===== config.mk =====
export PLATFORM = sky130hd
export DESIGN_NAME = mem_access_unit_flat
export DESIGN_NICKNAME = d
export VERILOG_FILES = /design/src/rtl/mem_access_unit_pkg.sv /design/src/rtl/mem_access_unit_if.sv /design/src/rtl/mem_load_align.sv /design/src/rtl/mem_access_unit.sv /design/src/flat_wrapper.sv
export SDC_FILE = /design/constraint.sdc
export NUM_CORES = 1
export LEC_CHECK = 0
export BUFFER_PORTS_ARGS = -buffer_cell sky130_fd_sc_hd__buf_2
export CAP_MARGIN = 25
export CORE_MARGIN = 2
export CORE_UTILIZATION = 32
export DETAILED_ROUTE_END_ITERATION = 8
export GPL_TIMING_DRIVEN = 0
export MAX_ROUTING_LAYER = met4
export PLACE_DENSITY = 0.67
export SYNTH_ARGS = -nofsm -noshare
export SYNTH_HDL_FRONTEND = slang
export SYNTH_HIERARCHICAL = 1
export SYNTH_SLANG_ARGS = --single-unit

===== constraint.sdc =====
create_clock -name iClk -period 4.1 [get_ports iClk]
set_input_delay 0.205 -clock iClk [delete_from_list [all_inputs] [get_ports iClk]]
set_output_delay 0.205 -clock iClk [all_outputs]
set_load 0.01 [all_outputs]

===== src/rtl/mem_access_unit_pkg.sv =====
// Shared types for the memory-stage access unit:
// opcode/state encodings, request bundle and legality rule.
package mem_access_unit_pkg;

    localparam int cMemXlen     = 32;
    localparam int cMemRegAddrW = 5;
    localparam int cMemTimeout  = 255;

    typedef enum logic [2:0] {
        eMemB  = 3'b000,
        eMemH  = 3'b001,
        eMemW  = 3'b010,
        eMemBU = 3'b100,
        eMemHU = 3'b101
    } tMemOpType;

    typedef enum logic [1:0] {
        eIdle,
        eReq,
        eWait
    } tMemAccState;

    typedef struct packed {
        logic                    read;
        logic                    write;
        logic [cMemXlen-1:0]     addr;
        logic [cMemXlen-1:0]     data;
        tMemOpType               opType;
        logic [cMemRegAddrW-1:0] rdAddr;
    } tMemReq;

    function automatic logic memReqLegal(
        input logic       rd,
        input logic       wr,
        input logic [2:0] op,
        input logic [1:0] off
    );
        logic ok;
        ok = 1'b1;
        if (rd && wr) ok = 1'b0;
        if (rd && !(op inside {3'b000, 3'b001, 3'b010,
                               3'b100, 3'b101}))
            ok = 1'b0;
        if (wr && op > 3'b010) ok = 1'b0;
        // Halfword needs even, word needs 4-byte alignment.
        if ((rd || wr) && op[1:0] == 2'b01 && off[0])
            ok = 1'b0;
        if ((rd || wr) && op[1:0] == 2'b10 && off != 2'b00)
            ok = 1'b0;
        return ok;
    endfunction

endpackage


===== src/rtl/mem_access_unit_if.sv =====
// Request, data-bus and writeback signals of the memory access unit.
// slave = the unit itself, master = its environment.
interface mem_access_unit_if
    import mem_access_unit_pkg::*;
#(
    parameter int cXLEN     = cMemXlen,
    parameter int cRegAddrW = cMemRegAddrW
);
    logic                 iMemValid;
    logic                 oMemReady;
    logic                 iMemRead;
    logic                 iMemWrite;
    logic [cXLEN-1:0]     iMemAddr;
    logic [cXLEN-1:0]     iMemData;
    logic [2:0]           iMemOpType;
    logic [cRegAddrW-1:0] iMemRdAddr;
    logic                 oBusReq;
    logic                 oBusWe;
    logic [cXLEN-1:0]     oBusAddr;
    logic [cXLEN-1:0]     oBusWData;
    logic [3:0]           oBusBe;
    logic                 iBusGnt;
    logic                 iBusRValid;
    logic [cXLEN-1:0]     iBusRData;
    logic                 oRegDv;
    logic [cRegAddrW-1:0] oRegAddr;
    logic [cXLEN-1:0]     oRegData;
    logic                 oFault;
    logic                 oBusy;

    modport slave (
        input  iMemValid, iMemRead, iMemWrite,
        input  iMemAddr, iMemData, iMemOpType,
        input  iMemRdAddr,
        input  iBusGnt, iBusRValid, iBusRData,
        output oMemReady,
        output oBusReq, oBusWe, oBusAddr,
        output oBusWData, oBusBe,
        output oRegDv, oRegAddr, oRegData,
        output oFault, oBusy
    );

    modport master (
        output iMemValid, iMemRead, iMemWrite,
        output iMemAddr, iMemData, iMemOpType,
        output iMemRdAddr,
        output iBusGnt, iBusRValid, iBusRData,
        input  oMemReady,
        input  oBusReq, oBusWe, oBusAddr,
        input  oBusWData, oBusBe,
        input  oRegDv, oRegAddr, oRegData,
        input  oFault, oBusy
    );

endinterface


===== src/rtl/mem_load_align.sv =====
// Load lane select and sign/zero extension of a bus read word.
module mem_load_align
    import mem_access_unit_pkg::*;
(
    input  logic [cMemXlen-1:0] iRData,
    input  logic [1:0]          iByteOff,
    input  tMemOpType           iOpType,
    output logic [cMemXlen-1:0] oData
);

    logic [cMemXlen-1:0] lane;

    assign lane = iRData >> {iByteOff, 3'b000};

    always_comb begin
        oData = lane;
        unique case (iOpType)
            eMemB:   oData = {{24{lane[7]}}, lane[7:0]};
            eMemH:   oData = {{16{lane[15]}}, lane[15:0]};
            eMemBU:  oData = {24'b0, lane[7:0]};
            eMemHU:  oData = {16'b0, lane[15:0]};
            default: oData = lane;
        endcase
    end

endmodule


===== src/rtl/mem_access_unit.sv =====
// Memory-stage load/store responder: one request at a time on a
// req/gnt + rvalid word bus, load results returned as a writeback.
module mem_access_unit
    import mem_access_unit_pkg::*;
#(
    parameter int cXLEN     = cMemXlen,
    parameter int cRegAddrW = cMemRegAddrW,
    parameter int cTimeout  = cMemTimeout
) (
    input logic              iClk,
    input logic              iRst,
    mem_access_unit_if.slave mau
);

    localparam int cCntW = $clog2(cTimeout + 1);

    tMemAccState          state;
    tMemReq               req;
    logic [cCntW-1:0]     toCnt;
    logic                 busReq;
    logic                 regDv;
    logic                 fault;
    logic [cRegAddrW-1:0] regAddr;
    logic [cXLEN-1:0]     regData;
    logic [cXLEN-1:0]     ldData;
    logic [cXLEN-1:0]     stData;
    logic [3:0]           stBe;
    logic                 accept;
    logic                 legal;
    logic                 timedOut;

    assign accept   = mau.iMemValid && (state == eIdle);
    assign legal    = memReqLegal(mau.iMemRead, mau.iMemWrite,
                                  mau.iMemOpType,
                                  mau.iMemAddr[1:0]);
    assign timedOut = (toCnt >= cCntW'(cTimeout - 1));

    // Lanes come from the captured request, so they hold
    // steady for the whole REQ phase.
    always_comb begin
        stBe   = 4'b1111;
        stData = req.data;
        unique case (1'b1)
            (req.opType[1:0] == 2'b00): begin
                stBe   = 4'b0001 << req.addr[1:0];
                stData = {4{req.data[7:0]}};
            end
            (req.opType[1:0] == 2'b01): begin
                stBe   = 4'b0011 << req.addr[1:0];
                stData = {2{req.data[15:0]}};
            end
            default: ;
        endcase
    end

    mem_load_align uAlign (
        .iRData  (mau.iBusRData),
        .iByteOff(req.addr[1:0]),
        .iOpType (req.opType),
        .oData   (ldData)
    );

    always_ff @(posedge iClk or posedge iRst) begin
        if (iRst) begin
            state   <= eIdle;
            req     <= '0;
            toCnt   <= '0;
            busReq  <= 1'b0;
            regDv   <= 1'b0;
            regAddr <= '0;
            regData <= '0;
            fault   <= 1'b0;
        end else begin
            regDv <= 1'b0;
            fault <= 1'b0;
            unique case (state)
                eIdle: begin
                    toCnt <= '0;
                    if (accept) begin
                        req <= '{
                            read:   mau.iMemRead,
                            write:  mau.iMemWrite,
                            addr:   mau.iMemAddr,
                            data:   mau.iMemData,
                            opType: tMemOpType'(mau.iMemOpType),
                            rdAddr: mau.iMemRdAddr
                        };
                        if (!legal) begin
                            fault <= 1'b1;
                        end else if (mau.iMemRead ||
                                     mau.iMemWrite) begin
                            state  <= eReq;
                            busReq <= 1'b1;
                        end
                    end
                end
                eReq: begin
                    if (mau.iBusGnt) begin
                        busReq <= 1'b0;
                        if (req.read) begin
                            state <= eWait;
                            toCnt <= toCnt + 1'b1;
                        end else begin
                            state <= eIdle;
                            toCnt <= '0;
                        end
                    end else if (timedOut) begin
                        busReq <= 1'b0;
                        fault  <= 1'b1;
                        state  <= eIdle;
                        toCnt  <= '0;
                    end else begin
                        toCnt <= toCnt + 1'b1;
                    end
                end
                eWait: begin
                    if (mau.iBusRValid) begin
                        regDv   <= (req.rdAddr != '0);
                        regAddr <= req.rdAddr;
                        regData <= ldData;
                        state   <= eIdle;
                        toCnt   <= '0;
                    end else if (timedOut) begin
                        fault <= 1'b1;
                        state <= eIdle;
                        toCnt <= '0;
                    end else begin
                        toCnt <= toCnt + 1'b1;
                    end
                end
                default: state <= eIdle;
            endcase
        end
    end

    assign mau.oMemReady = (state == eIdle);
    assign mau.oBusy     = (state != eIdle);
    assign mau.oBusReq   = busReq;
    assign mau.oBusWe    = req.write;
    assign mau.oBusAddr  = {req.addr[cXLEN-1:2], 2'b00};
    assign mau.oBusWData = stData;
    assign mau.oBusBe    = busReq ? stBe : 4'b0000;
    assign mau.oRegDv    = regDv;
    assign mau.oRegAddr  = regAddr;
    assign mau.oRegData  = regData;
    assign mau.oFault    = fault;

endmodule

===== src/flat_wrapper.sv =====
// flat-port wrapper written by rule: the top's interface ports become plain ports
module mem_access_unit_flat import mem_access_unit_pkg::*;
#(
    parameter int cXLEN     = cMemXlen,
    parameter int cRegAddrW = cMemRegAddrW,
    parameter int cTimeout  = cMemTimeout
)
  (iClk, iRst, mau_iMemValid, mau_iMemRead, mau_iMemWrite, mau_iMemAddr, mau_iMemData, mau_iMemOpType, mau_iMemRdAddr, mau_iBusGnt, mau_iBusRValid, mau_iBusRData, mau_oMemReady, mau_oBusReq, mau_oBusWe, mau_oBusAddr, mau_oBusWData, mau_oBusBe, mau_oRegDv, mau_oRegAddr, mau_oRegData, mau_oFault, mau_oBusy);
  mem_access_unit_if #(.cXLEN(cXLEN), .cRegAddrW(cRegAddrW)) mau_i ();
  input logic iClk;
  input logic iRst;
  input wire logic [$bits(mau_i.iMemValid)-1:0] mau_iMemValid;
  input wire logic [$bits(mau_i.iMemRead)-1:0] mau_iMemRead;
  input wire logic [$bits(mau_i.iMemWrite)-1:0] mau_iMemWrite;
  input wire logic [$bits(mau_i.iMemAddr)-1:0] mau_iMemAddr;
  input wire logic [$bits(mau_i.iMemData)-1:0] mau_iMemData;
  input wire logic [$bits(mau_i.iMemOpType)-1:0] mau_iMemOpType;
  input wire logic [$bits(mau_i.iMemRdAddr)-1:0] mau_iMemRdAddr;
  input wire logic [$bits(mau_i.iBusGnt)-1:0] mau_iBusGnt;
  input wire logic [$bits(mau_i.iBusRValid)-1:0] mau_iBusRValid;
  input wire logic [$bits(mau_i.iBusRData)-1:0] mau_iBusRData;
  output wire logic [$bits(mau_i.oMemReady)-1:0] mau_oMemReady;
  output wire logic [$bits(mau_i.oBusReq)-1:0] mau_oBusReq;
  output wire logic [$bits(mau_i.oBusWe)-1:0] mau_oBusWe;
  output wire logic [$bits(mau_i.oBusAddr)-1:0] mau_oBusAddr;
  output wire logic [$bits(mau_i.oBusWData)-1:0] mau_oBusWData;
  output wire logic [$bits(mau_i.oBusBe)-1:0] mau_oBusBe;
  output wire logic [$bits(mau_i.oRegDv)-1:0] mau_oRegDv;
  output wire logic [$bits(mau_i.oRegAddr)-1:0] mau_oRegAddr;
  output wire logic [$bits(mau_i.oRegData)-1:0] mau_oRegData;
  output wire logic [$bits(mau_i.oFault)-1:0] mau_oFault;
  output wire logic [$bits(mau_i.oBusy)-1:0] mau_oBusy;
  assign mau_i.iMemValid = mau_iMemValid;
  assign mau_i.iMemRead = mau_iMemRead;
  assign mau_i.iMemWrite = mau_iMemWrite;
  assign mau_i.iMemAddr = mau_iMemAddr;
  assign mau_i.iMemData = mau_iMemData;
  assign mau_i.iMemOpType = mau_iMemOpType;
  assign mau_i.iMemRdAddr = mau_iMemRdAddr;
  assign mau_i.iBusGnt = mau_iBusGnt;
  assign mau_i.iBusRValid = mau_iBusRValid;
  assign mau_i.iBusRData = mau_iBusRData;
  assign mau_oMemReady = mau_i.oMemReady;
  assign mau_oBusReq = mau_i.oBusReq;
  assign mau_oBusWe = mau_i.oBusWe;
  assign mau_oBusAddr = mau_i.oBusAddr;
  assign mau_oBusWData = mau_i.oBusWData;
  assign mau_oBusBe = mau_i.oBusBe;
  assign mau_oRegDv = mau_i.oRegDv;
  assign mau_oRegAddr = mau_i.oRegAddr;
  assign mau_oRegData = mau_i.oRegData;
  assign mau_oFault = mau_i.oFault;
  assign mau_oBusy = mau_i.oBusy;
  mem_access_unit #(.cXLEN(cXLEN), .cRegAddrW(cRegAddrW), .cTimeout(cTimeout)) u_core (.iClk(iClk), .iRst(iRst), .mau(mau_i));
endmodule

### Yosys cells after proc, flatten, opt, wreduce, memory -nomap -nowiden

Index checks and enable logic that the tools add are counted.

* word-level logic and storage cells: 95
* input port bits: 111
* flip-flop bits (word level): 124

* equal/unequal tests: 16
* add/sub/neg operators: 1
* order comparisons: 2
* shift-type cells: 3
* muxes and demuxes: 36
* reduce and logical (&&, ||, !) cells: 24

Operators with widths (count)
* case mux 32 bit (4 select lines): 1
* case mux 32 bit (2 select lines): 1
* 2-to-1 mux 8 bit: 4
* right shift 32 x 5 -> 32 bit: 1
* case mux 8 bit (3 select lines): 1
* 2-to-1 mux 1 bit: 17
* 2-to-1 mux 2 bit: 7
* == test 3 bit (second input constant): 4
* nonzero test 5 bit: 2
* adder 8 x 1 -> 8 bit (second input constant): 1
* greater-or-equal comparator 8 bit (second input constant): 1
* logical AND 1 bit: 8
* case mux 4 bit (2 select lines): 1
* == test 2 x 1 -> 1 bit (second input constant): 3
* == test 3 x 1 -> 1 bit (second input constant): 2
* zero test 3 bit: 2
* inequality test 2 x 1 -> 1 bit (second input constant): 3
* case mux 2 bit (3 select lines): 1
* nonzero test 2 bit: 3
* AND reduction 5 bit: 1
* == test 2 bit (second input constant): 2
* zero test 2 bit: 2
* 2-to-1 mux 4 bit: 1
* AND reduction 2 bit: 2
* other kinds (11): 11

### Longest topological paths before layout

Gate-level depths: netlist of run 1.

* depth in word-level cells: 11
* depth in mapped cells: 8
* depth with buffers taken out: 6

### By module

The synthesis of run 1 kept the hierarchy.

By module, submodules not included
* mem_access_unit: cells each 433, area each 5725.5 µm², sequential area each 3103.0 µm², instances 1
* mem_load_align: cells each 107, area each 694.4 µm², sequential area each 0.0 µm², instances 1

### Worst setup path before layout of run 1

OpenSTA, ideal clock, no wires.

* path kind: register to register
* start point: register u_core.state[0]
* end point: register u_core.req (netlist bit u_core/mau.oBusAddr[2])
* arrival time: 1.630 ns
* buffers on the path: 2
* clock period less this slack: 1.755 ns
* cell stages (with the launch flop): 7
* data required time: 3.975 ns
* setup time: 0.125 ns
* slack: 2.345 ns
* path through: dfrtp_1 inv_1 ha_1 nand2_1 buf_2 buf_2 mux2_2

* word-level cells in the longest chain between the ends: 3

RTL lines
* start: declaration: RTL line mem_access_unit.sv:17 `tMemAccState state;`
* start signal: assignment: RTL line mem_access_unit.sv:65 `state <= eIdle;`
* start signal: assignment: RTL line mem_access_unit.sv:92 `state <= eReq;`
* start signal: assignment: RTL line mem_access_unit.sv:101 `state <= eWait;`
* zero test 2 bit (*)
* net mau_oMemReady: RTL line flat_wrapper.sv:22 `output wire logic [$bits(mau_i.oMemReady)-1:0] mau_oMemReady;`
* logical AND 1 bit: RTL line mem_access_unit.sv:32 `assign accept = mau.iMemValid && (state == eIdle);`
* AND reduction 2 bit (no source line) (*)
* end signal: assignment: RTL line mem_access_unit.sv:80 `req <= '{`
* end: declaration: RTL line mem_access_unit.sv:18 `tMemReq req;`

Mark *: on every way through the listed nets, which the timed path passes. The rest lies on a longest branch.
A chain may end at the register's enable or synchronous reset.

### Final worst setup path of run 1

* start point: register u_core/req[6] (netlist name)
* end point: output mau_oBusWData[30]

* word-level cells in the longest chain between the ends: 2

RTL lines
* == test 2 x 1 -> 1 bit or zero test 2 bit (tied branches): RTL line mem_access_unit.sv:48, mem_access_unit.sv:44
* case mux 32 bit (2 select lines) (*): RTL line mem_access_unit.sv:43 `unique case (1'b1)`
* end: declaration: RTL line flat_wrapper.sv:26 `output wire logic [$bits(mau_i.oBusWData)-1:0] mau_oBusWData;`

Every way passes the cells marked *; elsewhere a longest branch is shown, timed or not.

==> impl_metrics.yaml, run 1 <==
status:
  status: "finished clean"
setup_path:
  cp_common_cell: "clkbuf_1"
  cpPeakStageDelay_ns: 0.60
  reg2reg_from: "u_core/state[0]$_DFFE_PP0P_"
  critical_path_arrival_ns: 2.38
  cp-start-kind: "register"
  cp_cell_sequence: "clkbuf_1 > clkbuf_1 > nand2_1 > o21ai_0 > buf_2"
  slowest_stage: "clkbuf_1"
  path_buf_inv: 3
  endpoint_kind: "output port"
  cp.required_ns: 3.89
  criticalPathCategory: "register to output port"
  crit_family: "buffers and inverters"
  startpoint: "u_core/req[6]$_DFFE_PP0P_"
  critical_path.max_fanout: 10
grt:
  grt_pass1_wl_um: 27900
  overflow: 0
  grtUsageTotal_pct: 17.3
  grt_pass1_vias: 5203
  antenna_found_initial: 1
  grt_max_degree: 68
clocking:
  htreeDepth: 4
  insertion_delay_ns: 0.41
  clk_pin_slew_worst_paths_ns: 0.06
  numClockSinks: 124
  cts-root-buf: "clkbuf_16"
  cts_made_buffers: 17
  clockBufferDepth: 2
  cts_resized: 0
  cts_tree: "built"
min_path:
  min_path_type: "input pin to register"
  min_from: "mau_iMemAddr[2]"
power:
  seqPwrFrac_pct: 30.7
  power_frac_clock_pct: 21.3
  peakVddDrop_uv: 338
  leakagePower_nw: 4.18
  power_density_mw_per_mm2: 814
  net-switching-power_w: 0.00258
  internal-power_w: 0.00443
  switching_share_pct: 36.9
  combPwrFrac_pct: 48.0
synth:
  syn_inst: 540
  yosys_warnings: 6
  ys_seq_area_share_pct: 48.3
  synth_async_sr_flop_share_pct: 100
  ys_seq_elements: 124
  synth_edf_count: 0
  synth_most_common_cell: "mux2_2"
  synth.top_cell.area_share_pct: 48.3
  synthTopCellsByArea: "dfrtp_1 48%, mux2_2 22%, buf_4 4.9%"
  synth.top_cells.by_count: "126 x mux2_2, 124 x dfrtp_1, 42 x buf_4, 35 x nand2_1, 28 x mux2i_1"
  avgSynthCellArea_sq_um: 11.9
  synth_top_area_cell: "dfrtp_1"
  syn-cell-area_sq_mm: 0.00642
  synthFlopType: "dfrtp_1"
  ys_types: 51
placement:
  dp_hpwl_um: 12800
  port_buffers: 219
  gp_congestion: 0.828
sta:
  worstMarginPinSlew_ns: 0.848
  period_share_pct: 63.0
  hold_viol: 0
  setup_violations: 0
  hold_slack_ns: 0.0220
  fin_skew_ns: 0.0102
  max_slew_margin_pct: 43.5
  min_period_ns: 2.58
  drv_slew: 0
  fmax_mhz: 387
  rsz0062_at_grt: "false"
routing:
  first_pass_iters: 6
  final_antenna_net_count: 0
  vias_per_cell: 4.60
  drc_errors: 0
  dr.first_iter.drc_count: 163
  wirelength_um: 17400
  vias: 4930
  avgRoutedWirePerCell_um: 16.2
floorplan:
  die-area_sq_mm: 0.0212
  ios: 222
  die_w_um: 146
  num_rows: 51
  initial_core_util_pct: 32.8
  die_h_um: 146
  core_sq_mm: 0.0196
finish:
  multi_input_area_sq_mm: 0.00285
  syn_to_final_growth_pct: 34.2
  drive_above_1_share_pct: 55.3
  nets: 912
  ff_latch_area_sq_mm: 0.00310
  fin_util_pct: 44.0
  nFillCells: 1859
flow_run:
  max-cap-violations: 0
-- power by group through the flow --
stage               clock, W  sequential [W]  combinational, W
finish               0.00150         0.00215           0.00336
CTS                  0.00154         0.00216           0.00340
floorplan                  0         0.00216           0.00218
global placement           0         0.00215           0.00334
detailed placement         0         0.00218           0.00339
global route         0.00160         0.00225           0.00365
-- cells in the final DEF (no fill, tap or decap), types with 5 or more instances in the layout --
master	count
clkbuf_1	8
nand2b_1	5
o21ai_0	22
nor2b_1	10
nand2_1	35
a21oi_1	9
dfrtp_1	124
buf_2	230
nor2_1	27
o21a_1	5
inv_1	9
ha_1	7
clkbuf_8	6
mux2i_1	28
clkbuf_16	17
dlygate4sd3_1	14
a211oi_1	14
mux2_2	126
buf_4	42
-- path summary, 6_finish.rpt --
path	cells past startpoint	slack (ns)	to
worst max-delay path	5	1.52	mau_oBusWData[30]
min in group asynchronous	3	0.40	u_core/mau.oBusAddr[19]$_DFFE_PP0P_
max in group asynchronous	4	2.95	u_core/req[6]$_DFFE_PP0P_
worst max register to register	6	1.84	u_core/req[11]$_DFFE_PP0P_
worst min register to register	1	0.50	u_core/req[26]$_DFFE_PP0P_
worst min-delay path	2	0.02	u_core/mau.oBusAddr[2]$_DFFE_PP0P_
-- registers in the layout, summed over array words and instances, names as in the netlist --
register / cells
u_core/req: 43
u_core/mau.oRegData: 32
u_core/mau.oBusAddr: 30
u_core/toCnt: 8
u_core/mau.oRegAddr: 5
u_core/state: 2
u_core/mau.oBusReq: 1
u_core/mau.oBusWe: 1
u_core/mau.oFault: 1
u_core/mau.oRegDv: 1
-- metal layers --
metal / global-route usage [%] / vias up / routed length [um] / part of all wire, %
met1: 21.6 / 2366 / 7900 / 46
li1: - / 2383 / - / -
met2: 27.0 / 162 / 8210 / 47
met5: - / - / 0 / 0
met3: 5.27 / 19 / 1000 / 5.8
met4: 5.49 / 0 / 244 / 1.4
-- area by class of cell --
cell class | instances | area share [%]
buffer | 67 | 5.08
timing repair buffer | 234 | 14.7
clock inverter | 8 | 0.958
sequential | 124 | 36.0
multi-input combinational | 340 | 33.0
tap | 265 | 3.85
clock buffer | 23 | 5.90
inverter | 10 | 0.494
antenna | 1 | 0.0290
-- cells by family (layout without fill, tap and decap cells) --
logic type | count (synthesis) | in the layout | share of synthesized area (%)
compound gates | 72 | 72 | 7.97
buf+inv | 77 | 342 | 7.41
fa+ha+maj | 7 | 7 | 1.36
xor+xnor | 1 | 1 | 0.136
flops | 124 | 124 | 48.3
simple gates | 104 | 104 | 8.26
other cells | 1 | 3 | 0.0584
mux | 154 | 154 | 26.5
-- per-stage QoR --
stage	setup TNS, ns	cell area, sq um	power, W	setup WS (ns)	instances
2_1_floorplan	0	6420	0.00435	0.596	541
5_1_grt	0	8620	0.00750	1.32	1072
4_1_cts	0	8570	0.00710	1.44	1067
6_report	0	8620	0.00701	1.52	1072
3_5_place_dp	0	7880	0.00556	1.83	1026
3_3_place_gp	-149.27	7850	0.00550	-1.21	1025
-- what timing repair did --
item                                   CTS  global route
hold buffers                            10             4
buffers inserted                         0             0
endpoints found under the hold margin   66             4
No activity file was read; power rests on OpenSTA's default activity.
==> run 2: changes to the inputs <==
- ABC_AREA: default -> 1
- PLACE_DENSITY: 0.67 -> 0.69
- clock period: 4.1 -> 2.1 ns (I/O delays scaled with it)
==> impl_metrics.yaml, run 2 <==
synth:
  syn-cell-area_sq_mm: 0.00664
  synth.top_cell.area_share_pct: 46.7
  synth_xor_area_share_pct: 0.528
  synth_top_family_by_area: "simple AND/OR/NAND/NOR gates"
  ys_seq_elements: 124
  synth_mux_area_share_pct: 0
  synthTopCellsByArea: "dfrtp_1 47%, nand2_1 21%, buf_4 4.9%"
  syn_inst: 852
  yosys_warnings: 6
  avgSynthCellArea_sq_um: 7.79
  ys_seq_area_share_pct: 46.7
  synth_async_sr_flop_share_pct: 100
  synth.top_cells.by_count: "376 x nand2_1, 124 x dfrtp_1, 59 x o21ai_0, 55 x inv_1, 43 x buf_4"
  synth_top_area_cell: "dfrtp_1"
  synth_most_common_cell: "nand2_1"
  ys_types: 34
  synth_compound_area_share_pct: 9.76
  synthFlopType: "dfrtp_1"
  yosys.area_share.adder_pct: 1.32
  yosys.area_share.simple_pct: 29.5
  synth_edf_count: 0
finish:
  stdcell_count: 1452
  nets: 1287
  regMostFlops: "u_core/req"
  layout.cells.most_common: "nand2_1"
  largest_register_ffs: 43
  syn_to_final_growth_pct: 42.4
  drive_above_1_share_pct: 31.4
  insertedDiodeCount: 0
  design_area_sq_mm: 0.00945
  final_cell_mix: "376 x nand2_1, 233 x buf_2, 123 x dfrtp_1"
sta:
  fmax_mhz: 511
  hold_slack_ns: 0.0731
  setup_violations: 0
  period_share_pct: 93.1
  drv_slew: 0
  min_period_ns: 1.96
  rsz0062_at_grt: "true"
  fin_skew_ns: 0.00978
  hold_viol: 0
floorplan:
  die_h_um: 148
  die_w_um: 148
  initial_core_util_pct: 32.7
  ios: 222
  die-area_sq_mm: 0.0219
  core_sq_mm: 0.0203
  num_rows: 52
clocking:
  clockBufferDepth: 2
  insertion_delay_ns: 0.42
  htreeDepth: 4
  clk_pin_slew_worst_paths_ns: 0.06
  cts_tree: "built"
  cts_made_buffers: 17
  cts-root-buf: "clkbuf_16"
  numClockSinks: 124
  postCtsSetupBuffers: 0
flow_run:
  max-cap-violations: 0
power:
  net-switching-power_w: 0.00557
  switching_share_pct: 42.3
  combPwrFrac_pct: 49.1
  peakVddDrop_uv: 692
  power_density_mw_per_mm2: 1390
  power_frac_clock_pct: 20.7
  seqPwrFrac_pct: 30.2
  leakagePower_nw: 5.23
  internal-power_w: 0.00760
setup_path:
  endpoint_kind: "output port"
  critical_path.max_fanout: 10
  slowest_stage: "dfrtp_2"
  cpPeakStageDelay_ns: 0.44
  crit_family: "buffers and inverters"
  cp.required_ns: 2.00
  critical_path_arrival_ns: 1.85
  path_buf_inv: 3
  cp_cell_sequence: "buf_4 > clkbuf_1 > nand2_1 > o211ai_1 > buf_2"
  worstSetupPathDepth: 5
  criticalPathCategory: "register to output port"
  cp-start-kind: "register"
  reg2regPathDepth: 6
grt:
  grtUsageTotal_pct: 19.7
  grt_pass1_vias: 6607
  overflow: 0
  antenna_found_initial: 0
  grt_max_degree: 41
  grt_pass1_wl_um: 33200
placement:
  gp_congestion: 0.898
  placed_cells: 1345
  placed_area_sq_mm: 0.00814
  port_buffers: 219
  dp_hpwl_um: 15100
routing:
  vias_per_cell: 4.62
  final_antenna_net_count: 0
  first_pass_iters: 5
  drc_errors: 0
  dr.first_iter.drc_count: 390
  avgRoutedWirePerCell_um: 14.4
  vias: 6714
  wirelength_um: 20900
status:
  status: "finished clean"
min_path:
  min_path_type: "input pin to register"
  whs_path_depth: 5
## run 2: power groups by stage
stage / registers [W] / clock network (W) / logic, W
2_1_floorplan: 0.00395 / 0 / 0.00414
3_3_place_gp: 0.00397 / 0 / 0.00623
3_5_place_dp: 0.00399 / 0 / 0.00633
4_1_cts: 0.00396 / 0.00280 / 0.00647
5_1_grt: 0.00410 / 0.00292 / 0.00720
6_report: 0.00397 / 0.00272 / 0.00647
## run 2: final cells by class
| type | count | area (sq um) |
|---|---|---|
| repair buffers | 297 | 1910 |
| well taps | 270 | 338 |
| multi-input cells | 587 | 2750 |
| clock buffers | 18 | 439 |
| plain buffers | 79 | 554 |
| clock inverters | 14 | 110 |
| fillers | 2030 | 10800 |
| inverters | 63 | 254 |
| flip-flops and latches | 124 | 3100 |
## run 2: final timing paths
kind | startpoint | to | slack, ns
worst max-delay path | u_core/req[6]$_DFFE_PP0P_ | mau_oBusWData[28] | 0.14
worst min-delay path | mau_iBusRData[6] | u_core/mau.oRegData[6]$_DFFE_PP0P_ | 0.07
worst max register to register | u_core/state[0]$_DFFE_PP0P_ | u_core/req[13]$_DFFE_PP0P_ | 0.16
worst min register to register | u_core/mau.oRegData[11]$_DFFE_PP0P_ | u_core/mau.oRegData[11]$_DFFE_PP0P_ | 0.47
max in group asynchronous | iRst | u_core/req[6]$_DFFE_PP0P_ | 1.13
min in group asynchronous | iRst | u_core/mau.oBusAddr[10]$_DFFE_PP0P_ | 0.20
## run 2: logic make-up after synthesis
logic type	after synthesis
compound gates	111
xor+xnor	4
fa+ha+maj	7
buf+inv	142
flops	124
other cells	1
simple gates	463
## run 2: routing by layer
| metal | track usage (%) | share of wire [%] | vias up |
|---|---|---|---|
| met3 | 4.20 | 6.5 | 33 |
| met1 | 25.3 | 44 | 3152 |
| li1 | - | - | 3286 |
| met4 | 6.05 | 2.0 | 0 |
| met2 | 31.5 | 48 | 243 |
| met5 | - | 0 | - |
## run 2: tightest hold or removal path: stages
cell and delay [ns]:
buf_2 0.11, nand2_1 0.06, a22oi_1 0.07, nand2_1 0.07, nand2_1 0.04
## run 2: through the flow
step           utilization, %  power (W)  TNS, ns  setup slack (ns)
2_1_floorplan               -    0.00808        0             0.470
3_3_place_gp             39.8     0.0102   -56.63            -0.467
3_5_place_dp             40.1     0.0103        0             0.138
4_1_cts                  46.5     0.0132        0           0.00471
5_1_grt                  46.6     0.0142  -0.0208           -0.0102
6_report                 46.6     0.0132        0             0.144
## run 2: what timing repair did
item,in CTS,in global routing
hold buffers,75,0
gates resized for setup,0,4
hold endpoints to repair,158,0
setup endpoints to repair,0,12
==> run 3: changes to the inputs <==
- CTS_BUF_LIST: default -> sky130_fd_sc_hd__clkbuf_8
- PLACE_DENSITY: 0.69 -> 0.67
- clock period: 2.1 -> 2.05 ns (I/O delays scaled with it)
==> impl_metrics.yaml, run 3 (synthesis results as in run 2) <==
status:
  status: "finished clean"
finish:
  nFillCells: 2009
  drive_above_1_share_pct: 31.5
  nets: 1290
  final_cell_mix: "376 x nand2_1, 233 x buf_2, 123 x dfrtp_1"
  layout.cells.most_common: "nand2_1"
  fin_util_pct: 45.9
  largest_register_ffs: 43
  syn_to_final_growth_pct: 40.5
  regMostFlops: "u_core/req"
setup_path:
  reg2regPathDepth: 6
  cp-start-kind: "register"
  rrSetupSlack_ns: 0.14
  critical_path_arrival_ns: 1.82
  endpoint_kind: "output port"
  reg2reg_from: "u_core/state[0]$_DFFE_PP0P_"
  critical_path.max_fanout: 10
  cp.required_ns: 1.95
  reg2reg_to: "u_core/req[17]$_DFFE_PP0P_"
  criticalPathCategory: "register to output port"
min_path:
  min_from: "mau_iBusRData[1]"
  whs_path_depth: 5
  min_path_type: "input pin to register"
  hold_end: "u_core/mau.oRegData[1]$_DFFE_PP0P_"
routing:
  vias: 6664
  wirelength_um: 20500
  avgRoutedWirePerCell_um: 14.1
  dr.first_iter.drc_count: 409
  vias_per_cell: 4.58
  final_antenna_net_count: 0
  first_pass_iters: 5
  drc_errors: 0
placement:
  gp_congestion: 0.888
  port_buffers: 219
  post-place-ws_ns: 0.0763
  dp_hpwl_um: 14900
grt:
  antenna_found_initial: 0
  overflow: 0
  grtUsageTotal_pct: 19.5
  grt_pass1_wl_um: 32800
  grt_pass1_vias: 6506
  grt_max_degree: 41
flow_run:
  max-cap-violations: 0
sta:
  setup_violations: 0
  fin_skew_ns: 0.0151
  max_slew_margin_pct: 62.9
  drv_slew: 0
  min_period_ns: 1.92
  setup_ws_ns: 0.127
  rsz0062_at_grt: "true"
  fmax_mhz: 520
  period_share_pct: 93.8
  worstMarginPinSlew_ns: 0.556
  hold_viol: 0
power:
  peakVddDrop_uv: 576
  leakagePower_nw: 5.19
  power_density_mw_per_mm2: 1380
floorplan:
  initial_core_util_pct: 32.7
  die-area_sq_mm: 0.0219
  num_rows: 52
  die_h_um: 148
  die_w_um: 148
  core_sq_mm: 0.0203
  ios: 222
clocking:
  numClockSinks: 124
  cts-root-buf: "clkbuf_8"
  insertion_delay_ns: 0.43
  clockBufferDepth: 2
  cts_tree: "built"
  clk_pin_slew_worst_paths_ns: 0.07
  htreeDepth: 4
  cts_made_buffers: 17
## run 3: changes by cell type in the layout (fill, tap and decap cells not counted), sizes merged
| cell | change |
|---|---|
| buf | +3 |
| bufinv | +3 |
| clkinvlp | -3 |
| inv | -2 |
| clkinv | +1 |
| diode | +1 |
## run 3: what timing repair did
| item | in CTS | in global routing |
|---|---|---|
| endpoints found under the hold margin | 93 | 0 |
| endpoints found under the setup margin | 6 | 41 |
| buffers inserted | 0 | 3 |
| pin swaps | 0 | 0 |
| hold buffers | 75 | 0 |
| gates resized for setup | 3 | 3 |
## run 3: where the power goes
group          switching, W  leakage (nW)  internal [W]
clock              0.000979         0.211       0.00122
combinational       0.00386          3.40       0.00278
sequential         0.000624          1.59       0.00343
## run 3: worst max-delay path by stage
| stage | to | cells after the start | slack (ns) | start |
|---|---|---|---|---|
| after floorplan | u_core/mau.oBusAddr[10]$_DFFE_PP0P_ | 1 | 0.42 | iRst |
| after global placement | u_core/req[30]$_DFFE_PP0P_ | 2 | -0.53 | iRst |
| after global routing | mau_oBusBe[2] | 9 | -0.03 | u_core/req[6]$_DFFE_PP0P_ |
| after detailed placement | u_core/mau.oRegData[4]$_DFFE_PP0P_ | 7 | 0.08 | u_core/state[0]$_DFFE_PP0P_ |
| final | mau_oBusWData[15] | 5 | 0.13 | u_core/req[5]$_DFFE_PP0P_ |
| after CTS | mau_oBusBe[2] | 9 | 0.02 | u_core/req[6]$_DFFE_PP0P_ |
## run 3: metrics by stage
stage | TNS, ns | instance area, sq um | total power, W | hold WS, ns | instances
after global routing | -0.0277 | 9320 | 0.0140 | 0.0296 | 1454
after detailed placement | 0 | 8140 | 0.0106 | 0.188 | 1345
final | 0 | 9330 | 0.0129 | 0.0440 | 1455
after CTS | 0 | 9300 | 0.0130 | 0.00258 | 1451
after floorplan | 0 | 6650 | 0.00828 | 0.212 | 853
after global placement | -64.28 | 8080 | 0.0105 | 0.299 | 1342
## run 3: cell type report
| type | instances | area [sq um] | share of cell area [%] |
|---|---|---|---|
| clock inverters | 13 | 151 | 1.62 |
| well taps | 270 | 338 | 3.62 |
| plain buffers | 79 | 557 | 5.97 |
| multi-input cells | 587 | 2740 | 29.4 |
| repair buffers | 300 | 1930 | 20.7 |
| inverters | 63 | 254 | 2.72 |
| clock buffers | 18 | 248 | 2.66 |
| diodes | 1 | 2.50 | 0.0268 |
| flip-flops and latches | 124 | 3100 | 33.3 |
## run 3: worst max-delay path: stages (launching register included)
cell and delay, ns:
dfrtp_1 0.48, nor2_2 0.29, buf_2 0.25, nand2_1 0.09
o21ai_0 0.11, buf_2 0.18
## run 3: routing by layer
metal	GRT usage, %	vias to the layer above	part of all wire, %	wire [um]
met5	-	-	0	0
met4	6.62	0	2.5	505
met3	4.20	44	5.7	1160
met2	31.1	216	48	9810
met1	24.8	3119	44	9050
li1	-	3285	-	-
